===== config.mk =====
export PLATFORM = sky130hd
export DESIGN_NAME = bn_seq_ctrl
export DESIGN_NICKNAME = d
export VERILOG_FILES = /design/src/rtl/bn_seq_ctrl.sv
export SDC_FILE = /design/constraint.sdc
export NUM_CORES = 1
export LEC_CHECK = 0
export CAP_MARGIN = 20
export CORE_MARGIN = 1.5
export CORE_UTILIZATION = 48
export CTS_BUF_LIST = sky130_fd_sc_hd__clkbuf_16
export CTS_CLUSTER_SIZE = 24
export DETAILED_ROUTE_END_ITERATION = 10
export GPL_ROUTABILITY_DRIVEN = 0
export PLACE_DENSITY = 0.95
export REMOVE_ABC_BUFFERS = 1
export SYNTH_ARGS = -nofsm -noshare
export SYNTH_HDL_FRONTEND = slang
export SYNTH_SLANG_ARGS = --single-unit

===== constraint.sdc =====
create_clock -name clk -period 7 [get_ports clk]
set_clock_uncertainty 0.1 [all_clocks]
set_input_delay 1.05 -clock clk [delete_from_list [all_inputs] [get_ports clk]]
set_output_delay 1.05 -clock clk [all_outputs]
set_load 0.01 [all_outputs]

===== src/rtl/bn_seq_ctrl.sv =====
// bn_seq_ctrl -- sequencing controller for an external batch-norm datapath.
//
// Streams a frame of CHANNELS channels, each HEIGHT*WIDTH elements, towards
// a combinational BN datapath. Per channel it first accepts one parameter
// set (mean, variance, scale, bias), then streams that channel's elements.
// Two register stages surround the external datapath: stage 1 holds the
// packed operands, stage 2 captures the datapath result.
//
// Ports
//   clk, rst                     clock, asynchronous active-high reset
//   start                        frame start pulse (honoured only in IDLE)
//   param_valid/param_ready      per-channel parameter handshake
//   param_mean/var/weight/bias   channel parameters
//   in_valid/in_ready/in_data    feature element stream
//   bn_data_1                    {pad, bias, weight, data} to datapath
//   bn_data_2                    {pad, var, mean} to datapath
//   bn_result                    combinational datapath result
//   out_valid/out_ready          result handshake
//   out_data/out_last            result and end-of-frame marker
//   busy, done, err_div0         status: active, frame-complete pulse,
//                                sticky zero-variance flag
module bn_seq_ctrl #(
  parameter int BITWIDTH     = 32,
  parameter int SECTOR_WIDTH = 8,
  parameter int HEIGHT       = 1,
  parameter int WIDTH        = 5,
  parameter int CHANNELS     = 4
) (
  input  logic                    clk,
  input  logic                    rst,
  input  logic                    start,
  input  logic                    param_valid,
  output logic                    param_ready,
  input  logic [SECTOR_WIDTH-1:0] param_mean,
  input  logic [SECTOR_WIDTH-1:0] param_var,
  input  logic [SECTOR_WIDTH-1:0] param_weight,
  input  logic [SECTOR_WIDTH-1:0] param_bias,
  input  logic                    in_valid,
  output logic                    in_ready,
  input  logic [SECTOR_WIDTH-1:0] in_data,
  output logic [BITWIDTH-1:0]     bn_data_1,
  output logic [BITWIDTH-1:0]     bn_data_2,
  input  logic [BITWIDTH-1:0]     bn_result,
  output logic                    out_valid,
  input  logic                    out_ready,
  output logic [BITWIDTH-1:0]     out_data,
  output logic                    out_last,
  output logic                    busy,
  output logic                    done,
  output logic                    err_div0
);

  localparam int ELEMS = HEIGHT * WIDTH;
  localparam int EW    = (ELEMS > 1) ? $clog2(ELEMS) : 1;
  localparam int CW    = (CHANNELS > 1) ? $clog2(CHANNELS) : 1;

  localparam logic [1:0] IDLE  = 2'd0;
  localparam logic [1:0] LOAD  = 2'd1;
  localparam logic [1:0] RUN   = 2'd2;
  localparam logic [1:0] DRAIN = 2'd3;

  localparam logic [EW-1:0] ELEM_LAST = EW'(ELEMS - 1);
  localparam logic [CW-1:0] CH_LAST   = CW'(CHANNELS - 1);

  logic [1:0]              state;
  logic [EW-1:0]           elem_cnt;
  logic [CW-1:0]           ch_cnt;
  logic [SECTOR_WIDTH-1:0] mean_q, var_q, weight_q, bias_q;
  logic [SECTOR_WIDTH-1:0] var_safe;
  logic                    s1_valid, s1_last;
  logic                    advance, accept, param_hs;
  logic                    elem_last, ch_last;
  logic [BITWIDTH-1:0]     d1_next, d2_next;

  // Both pipeline stages move together; a stalled output freezes everything
  // behind it, so nothing can be overwritten or duplicated.
  assign advance     = !out_valid || out_ready;
  assign in_ready    = (state == RUN) && advance;
  assign param_ready = (state == LOAD);
  assign accept      = in_valid && in_ready;
  assign param_hs    = param_valid && param_ready;
  assign busy        = (state != IDLE);
  assign elem_last   = (elem_cnt == ELEM_LAST);
  assign ch_last     = (ch_cnt == CH_LAST);

  // A zero variance would make the datapath divide by zero; feed it 1 instead
  // and let err_div0 tell software the channel was degenerate.
  assign var_safe = (var_q == '0) ? SECTOR_WIDTH'(1) : var_q;

  // Operand packing for the datapath, zero-padded to the full word.
  always_comb begin
    d1_next = '0;
    d1_next[3*SECTOR_WIDTH-1:0] = {bias_q, weight_q, in_data};
    d2_next = '0;
    d2_next[2*SECTOR_WIDTH-1:0] = {var_safe, mean_q};
  end

  // Frame sequencing: one LOAD per channel, RUN streams that channel's
  // elements, DRAIN waits until the final result has left the block.
  always_ff @(posedge clk or posedge rst) begin
    if (rst) begin
      state    <= IDLE;
      elem_cnt <= '0;
      ch_cnt   <= '0;
      done     <= 1'b0;
      err_div0 <= 1'b0;
    end else begin
      done <= 1'b0;
      case (state)
        IDLE: begin
          if (start) begin
            state    <= LOAD;
            elem_cnt <= '0;
            ch_cnt   <= '0;
            err_div0 <= 1'b0;
          end
        end
        LOAD: begin
          if (param_hs) begin
            state <= RUN;
            if (param_var == '0) begin
              err_div0 <= 1'b1;
            end
          end
        end
        RUN: begin
          if (accept) begin
            if (elem_last) begin
              elem_cnt <= '0;
              if (ch_last) begin
                state <= DRAIN;
              end else begin
                ch_cnt <= ch_cnt + 1'b1;
                state  <= LOAD;
              end
            end else begin
              elem_cnt <= elem_cnt + 1'b1;
            end
          end
        end
        DRAIN: begin
          // The marked result is the last one in flight, so its acceptance
          // means the pipeline is empty.
          if (out_valid && out_ready && out_last) begin
            state <= IDLE;
            done  <= 1'b1;
          end
        end
        default: state <= IDLE;
      endcase
    end
  end

  // Channel parameters, captured on the LOAD handshake and stable for the
  // whole RUN phase of that channel.
  always_ff @(posedge clk or posedge rst) begin
    if (rst) begin
      mean_q   <= '0;
      var_q    <= '0;
      weight_q <= '0;
      bias_q   <= '0;
    end else if (param_hs) begin
      mean_q   <= param_mean;
      var_q    <= param_var;
      weight_q <= param_weight;
      bias_q   <= param_bias;
    end
  end

  // Stage 1: operands are only rewritten on an accepted element, so the
  // previous channel's last element keeps its own parameters even while the
  // next channel's parameters are being loaded.
  always_ff @(posedge clk or posedge rst) begin
    if (rst) begin
      bn_data_1 <= '0;
      bn_data_2 <= '0;
      s1_valid  <= 1'b0;
      s1_last   <= 1'b0;
    end else if (advance) begin
      s1_valid <= accept;
      s1_last  <= accept && elem_last && ch_last;
      if (accept) begin
        bn_data_1 <= d1_next;
        bn_data_2 <= d2_next;
      end
    end
  end

  // Stage 2: capture the datapath result untouched.
  always_ff @(posedge clk or posedge rst) begin
    if (rst) begin
      out_data  <= '0;
      out_valid <= 1'b0;
      out_last  <= 1'b0;
    end else if (advance) begin
      out_valid <= s1_valid;
      out_last  <= s1_last;
      if (s1_valid) begin
        out_data <= bn_result;
      end
    end
  end

endmodule

---- After elaboration in Yosys (flattened, before gate mapping) ----
Cells that the tools add are included.
cells by class
  eq/ne operators ......................... 12
  shift-type cells ........................ 0
  add/subtract/negate cells ............... 2
  bitwise operators ....................... 0
  $lt $le $gt $ge ......................... 0
  $mul .................................... 0
  div/mod/pow operators ................... 0
  reduce and logical (&&, ||, !) cells .... 21
  mux-type cells .......................... 23
operators with widths
  cell                                                                    number
  2-bit two-way mux                                                       10
  8-bit zero test                                                         2
  2-bit != test (second input constant)                                   5
  5-bit AND reduction                                                     2
  3-bit two-way mux                                                       3
  8-bit two-way mux                                                       1
  2-bit one-hot mux with 4 select lines                                   1
  1-bit logical AND                                                       7
  2-bit equality test (second input constant)                             3
  3-bit one-hot mux with 2 select lines                                   1
  2-bit nonzero test                                                      3
  1-bit two-way mux                                                       5
  2-bit by 1-bit != test with 1-bit output (second input constant)        2
  2-bit one-hot mux with 2 select lines                                   1
  2-bit AND reduction                                                     2
  4-bit AND reduction                                                     1
  3-bit by 1-bit adder with 3-bit output (second input constant)          1
  3-bit equality test (second input constant)                             1
  3-bit AND reduction                                                     1
  2-bit by 1-bit adder with 2-bit output (second input constant)          1
  2-bit by 1-bit equality test with 1-bit output (second input constant)  1
  2-bit zero test                                                         1
  1-bit one-hot mux with 2 select lines                                   1
  1-bit zero test                                                         1
  1-bit logical OR                                                        1
word-level totals
  latch bits .............................. 0
  register bits ........................... 117
  bits in writable memories ............... 0
  memory bits (read-only) ................. 0
  memories kept ........................... 0

---- Longest topological paths before layout ----
Gate-level depths: netlist of the first run.
  depth in word-level cells ............... 6
  mapped depth ............................ 7
  depth with buffers taken out ............ 6

---- Worst setup path after synthesis of the first run ----
OpenSTA, ideal clock, no wires.
  path type ............................... input -> output
  from .................................... in out_ready
  to ...................................... out in_ready
  arrival ................................. 1.339 ns
  path slack .............................. 4.511 ns
  stages .................................. 2
  path through ............................ nor2b_1 -> nor2_1
on the way
  word-level cells in the longest chain between the ends .. 2
ends and longest elaborated chain
  what                RTL line  RTL
  start: declaration  45        input logic out_ready,
  1-bit logical OR    77        assign advance = !out_valid || out_ready;
  1-bit logical AND   78        assign in_ready = (state == RUN) && advance;
  end: declaration    39        output logic in_ready,
Every way passes these cells.

---- Worst setup path after layout of the first run ----
Same ends and word-level chain as after synthesis.

==> flow_summary_export.csv, run 1 <==
group,metric,value,unit
detailed_routing,drc,0,
placement,numPortBuffers,156,
floorplan,dieArea,10750,sq um
clock_network,clockRootBuffer,"clkbuf_16",
sta,min_period,3459,ps
final_layout,area_growth,44.12,%
setup_path,crit_path_end_kind,"primary output",
sta,rsz0062_at_grt,"false",
clock_network,post_cts_buffers,0,
global_routing,grt_first_pass_wirelength,19790,microns
sta,whs,368.2,ps
detailed_routing,drt_iter0_drc,176,
floorplan,die_h,103.7,microns
global_routing,antenna_found_initial,0,
setup_path,regToRegSetupSlack,4430,ps
sta,setup_tns,0,ps
floorplan,rows,36,
synth,yosysSeqAreaShare,0.6020,
synth,synth_warnings,0,
clock_network,cts_tree,"built",
final_layout,final_common_cell,"clkdlybuf4s50_1",
detailed_routing,vias,3529,
clock_network,path_clk_slew,50,ps
setup_path,critPathMaxFanout,4,
setup_path,start_kind,"primary input",
setup_path,startpoint,"out_ready",
sta,fmax,289.1,MHz
global_routing,grt_max_degree,63,
detailed_routing,drtAntennaViolNets,0,
power,vdd_drop_max,0.3238,mV
floorplan,ios,181,
clock_network,cts_hold_buf,0,
detailed_routing,avgRoutedWirePerCell,17.12,microns
global_routing,grt_usage,0.2387,
placement,dp_hpwl,8030,microns
synth,netlist_area,4863,sq um
synth,ys_ff_latch,117,
floorplan,die_w,103.7,microns
setup_path,worstPathArrival,2310,ps
setup_path,crit_required,5850,ps
clock_network,cts_sinks,117,
power,power.density,466.3,nW/um^2
setup_path,crit_top_cell,"clkdlybuf4s50_1",
setup_path,r2r_start,"state[1]$_DFFE_PP0P_",
status,outcome,"complete, no violations",
final_layout,final_cell_mix,"156 x clkdlybuf4s50_1, 128 x nand2_1, 117 x dfrtp_1",
final_layout,fillers,714,
setup_path,endpoint,"in_ready",
setup_path,ff2ff_path_depth,4,
floorplan,coreArea,9819,sq um
setup_path,r2r_end,"elem_cnt[0]$_DFFE_PP0P_",
final_layout,nets,645,
min_path,holdCritPathClass,"flop to flop",
floorplan,start_util,0.4953,
power,finalPower,3.269,mW
clock_network,clkLatencyLatePin,400,ps
clock_network,cts_resized,0,
global_routing,grt_overflow,0,
detailed_routing,avgViaCountPerCell,4.970,
clock_network,clockBufferDepth,2,
clock_network,h-tree-depth,4,
final_layout,drive_above_1_share,0.1560,
detailed_routing,first_pass_iters,7,
setup_path,path_cells,"clkdlybuf4s50_1, nor2b_1, nor2_1, clkdlybuf4s50_1",
sta,timing.slew.headroom,0.3558,
sta,period_share,0.4942,
sta,finalSetupViolCount,0,
job,cap_violations,0,
setup_path,cp_slowest_stage_delay,480,ps
setup_path,cpMaxStageDelayCell,"clkdlybuf4s50_1",
detailed_routing,wl,12160,microns
final_layout,diodes,0,
synth,synthCells,404,
synth,avgSynthCellArea,12.04,sq um
min_path,hold_start,"weight_q[2]$_DFFE_PP0P_",
sta,final_hold_viol_count,0,
global_routing,grt_pass1_vias,3926,
power,leakage,3.335,nW
sta,final_max_slew_viol_count,0,
synth,synth.distinct_cells,33,
clock_network,cts_buffers,17,
setup_path,path_class,"primary input to primary output",
sta,tightest_slew,965.1,ps
## cell type report
class / instances / area (sq um) / area share
flip-flops and latches: 117 / 2928 / 0.4177
multi-input cells: 263 / 1719 / 0.2453
repair buffers: 159 / 1597 / 0.2278
clock buffers: 17 / 425.4 / 0.06069
well taps: 133 / 166.4 / 0.02374
clock inverters: 15 / 148.9 / 0.02124
inverters: 6 / 25.02 / 0.003570
## how the worst min path moves through the flow
stage | to | cells after the start
2_1_floorplan | bn_data_2[7]$_DFFE_PP0P_ | 2
6_report | bn_data_1[10]$_DFFE_PP0P_ | 2
3_5_place_dp | bn_data_2[5]$_DFFE_PP0P_ | 2
5_1_grt | bn_data_1[10]$_DFFE_PP0P_ | 2
3_3_place_gp | bn_data_2[7]$_DFFE_PP0P_ | 2
4_1_cts | bn_data_1[10]$_DFFE_PP0P_ | 2
## metal layers
layer / vias to the layer above / track usage / wire (microns)
met5: - / 0 / 0
met4: 0 / 0.1042 / 300
met1: 1748 / 0.2648 / 4683
met2: 159 / 0.4262 / 6513
li1: 1596 / - / -
met3: 26 / 0.06860 / 661
## flip-flops by register name, summed over array words and instances, names as in the netlist
name	flops
out_data	32
bn_data_1	24
bn_data_2	16
bias_q	8
mean_q	8
var_q	8
weight_q	8
elem_cnt	3
ch_cnt	2
state	2
done	1
err_div0	1
out_last	1
out_valid	1
s1_last	1
s1_valid	1
## power breakdown
part | internal (mW) | total (mW) | switching [mW]
sequential | 0.997 | 1.20 | 0.204
combinational | 0.714 | 1.23 | 0.515
clock | 0.548 | 0.838 | 0.290
total | 2.26 | 3.27 | 1.01
## worst max-delay path: cells and delay by family
family                 cells  cell delay (ps)
buffers and inverters      2              920
and+or+nand+nor            2              330
## synth_stat cells, drive strengths merged
library cell	number	share of area
a21oi	6	0.0062
a31oi	3	0.0039
a32o	1	0.0021
a41oi	1	0.0018
and2	1	0.0013
and3	1	0.0013
and3b	1	0.0018
buf	41	0.059
conb	1	0.00077
dfrtp	117	0.60
ha	3	0.0077
inv	6	0.0046
mux2	64	0.17
mux2i	1	0.0021
nand2	129	0.10
nand2b	5	0.0064
nand3	3	0.0031
nand4	2	0.0026
nor2	4	0.0046
nor2b	2	0.0026
nor3	1	0.0010
nor4	3	0.0039
o211ai	1	0.0015
o21ai	4	0.0041
o22a	1	0.0018
or3	2	0.0026
## stage by stage
step / instances / utilization / setup WS (ps) / cell area (sq um)
2_1_floorplan: 386 / - / 2749 / 4663
3_3_place_gp: 677 / 0.6533 / 3531 / 6415
3_5_place_dp: 677 / 0.6533 / 3469 / 6415
4_1_cts: 709 / 0.7118 / 3539 / 6989
5_1_grt: 710 / 0.7138 / 3474 / 7009
6_report: 710 / 0.7138 / 3541 / 7009
## cells by family after synthesis
group                    Yosys count  share of synthesized area
flip-flops                       117                     0.6020
AND/OR/NAND/NOR                  154                     0.1312
other                              1                  0.0007711
multiplexers                      65                     0.1734
buffers and inverters             47                    0.06354
adder cells (fa/ha/maj)            3                   0.007719
AO/OA/AOI/OAI                     17                    0.02136
Power figures use the tool's default switching activity.
==> run 2: changes to the inputs <==
Settings changed: CORE_UTILIZATION 48 to 40, PLACE_DENSITY 0.95 to 0.87.
Clock period 7 ns to 2.9 ns, I/O delays scaled along.
==> flow_summary_export.csv, run 2 (same netlist as run 1, synthesis figures left out) <==
group,metric,value,unit
final_layout,final_common_cell,"clkdlybuf4s50_1",
detailed_routing,wl,10860,microns
setup_path,start_kind,"flop",
final_layout,fin_cells,726,
global_routing,antenna_found_initial,0,
power,seqPwrFrac,0.378,
clock_network,h-tree-depth,4,
final_layout,nets,650,
clock_network,cts_buffers,17,
job,cap_violations,0,
final_layout,largest_register_ffs,32,
floorplan,dieArea,12830,sq um
detailed_routing,drt_iter0_drc,147,
clock_network,clockBufferDepth,2,
setup_path,ff2ff_path_depth,5,
global_routing,grt_max_degree,56,
global_routing,grt_usage,0.1767,
placement,postPlaceCellArea,6502,sq um
clock_network,path_clk_slew,50,ps
sta,whs,325.4,ps
floorplan,rows,40,
status,outcome,"complete, no violations",
power,p_comb_frac,0.388,
global_routing,grt_first_pass_wirelength,17730,microns
floorplan,start_util,0.4083,
sta,period_share,0.7817,
power,pwr-share-clk,0.234,
sta,fin_ws,633.0,ps
detailed_routing,first_pass_iters,4,
min_path,holdCritPathClass,"primary input to async pin",
detailed_routing,vias,3425,
final_layout,fillers,973,
sta,min_period,2267,ps
floorplan,ios,181,
floorplan,coreArea,11910,sq um
placement,dp_hpwl,7930,microns
power,leakage,3.327,nW
sta,final_max_slew_viol_count,0,
detailed_routing,drtAntennaViolNets,0,
placement,dp.cells,697,
final_layout,fin_area,7004,sq um
power,p_sw,2.300,mW
clock_network,cts_hold_buf,0,
power,p_int,5.282,mW
setup_path,crit_required,2370,ps
setup_path,critPathMaxFanout,11,
placement,numPortBuffers,156,
setup_path,crit_path_end_kind,"primary output",
global_routing,grt_overflow,0,
final_layout,top_register,"out_data",
placement,place_ws,577.6,ps
detailed_routing,drc,0,
clock_network,post_cts_buffers,0,
global_routing,grt_pass1_vias,3609,
clock_network,cts_tree,"built",
power,finalPower,7.582,mW
sta,rsz0062_at_grt,"false",
floorplan,die_h,113.3,microns
clock_network,clkLatencyLatePin,400,ps
clock_network,cts_resized,0,
sta,setup_tns,0,ps
setup_path,path_class,"flop to primary output",
clock_network,cts_sinks,117,
final_layout,area_growth,44.02,%
final_layout,top_regs,"out_data x32, bn_data_1 x24, bn_data_2 x16",
final_layout,drive_above_1_share,0.1554,
power,switching_share,0.3033,
clock_network,clockRootBuffer,"clkbuf_16",
power,power.density,1082,nW/um^2
final_layout,fin_util,0.5880,
final_layout,diodes,0,
setup_path,worstPathArrival,1730,ps
detailed_routing,avgViaCountPerCell,4.718,
detailed_routing,avgRoutedWirePerCell,14.95,microns
sta,final_hold_viol_count,0,
power,vdd_drop_max,0.5454,mV
sta,finalSetupViolCount,0,
sta,fmax,441.1,MHz
floorplan,die_w,113.3,microns
final_layout,final_cell_mix,"156 x clkdlybuf4s50_1, 128 x nand2_1, 117 x dfrtp_1",
run 2: changes by cell type in the layout (fill, tap and decap cells not counted), sizes merged:
| cell | delta |
|---|---|
| buf | +5 |
| clkinv | +2 |
| clkinvlp | -2 |
| inv | -1 |
| bufinv | -2 |
run 2: per-layer routing:
metal | global-route usage | wire, microns
met5 | 0 | 0
met4 | 0.06500 | 210
met3 | 0.05463 | 688
met2 | 0.2921 | 5319
met1 | 0.2192 | 4639
run 2: critical path, stage by stage (launching register included):
cell and delay [ps]:
dfrtp_1 540, nand2_1 150, nor2_1 100, clkdlybuf4s50_1 540
run 2: final timing paths:
path	endpoint	slack (ps)	from
worst min-delay path	out_data[21]$_DFFE_PP0P_	330	rst
worst min register to register	bn_data_1[23]$_DFFE_PP0P_	370	bias_q[7]$_DFFE_PP0P_
max in group asynchronous	bn_data_1[16]$_DFFE_PP0P_	1660	rst
worst max-delay path	in_ready	630	state[1]$_DFFE_PP0P_
min in group clk	bn_data_1[23]$_DFFE_PP0P_	370	bias_q[7]$_DFFE_PP0P_
worst max register to register	bn_data_1[3]$_DFFE_PP0P_	940	state[1]$_DFFE_PP0P_
run 2: area by class of cell:
type	instances	area, sq um	area share
clock inverters	12	76.32	0.01090
multi-input cells	263	1719	0.2454
clock buffers	17	425.4	0.06074
inverters	6	25.02	0.003573
flip-flops and latches	117	2928	0.4180
well taps	147	183.9	0.02626
repair buffers	164	1647	0.2351
run 2: power by group through the flow:
stage | registers [mW] | clock network (mW) | logic, mW
2_1_floorplan | 3.03 | 0 | 1.28
3_3_place_gp | 2.84 | 0 | 2.86
3_5_place_dp | 2.89 | 0 | 2.97
4_1_cts | 2.87 | 1.82 | 2.98
5_1_grt | 2.97 | 1.91 | 3.17
6_report | 2.87 | 1.78 | 2.94
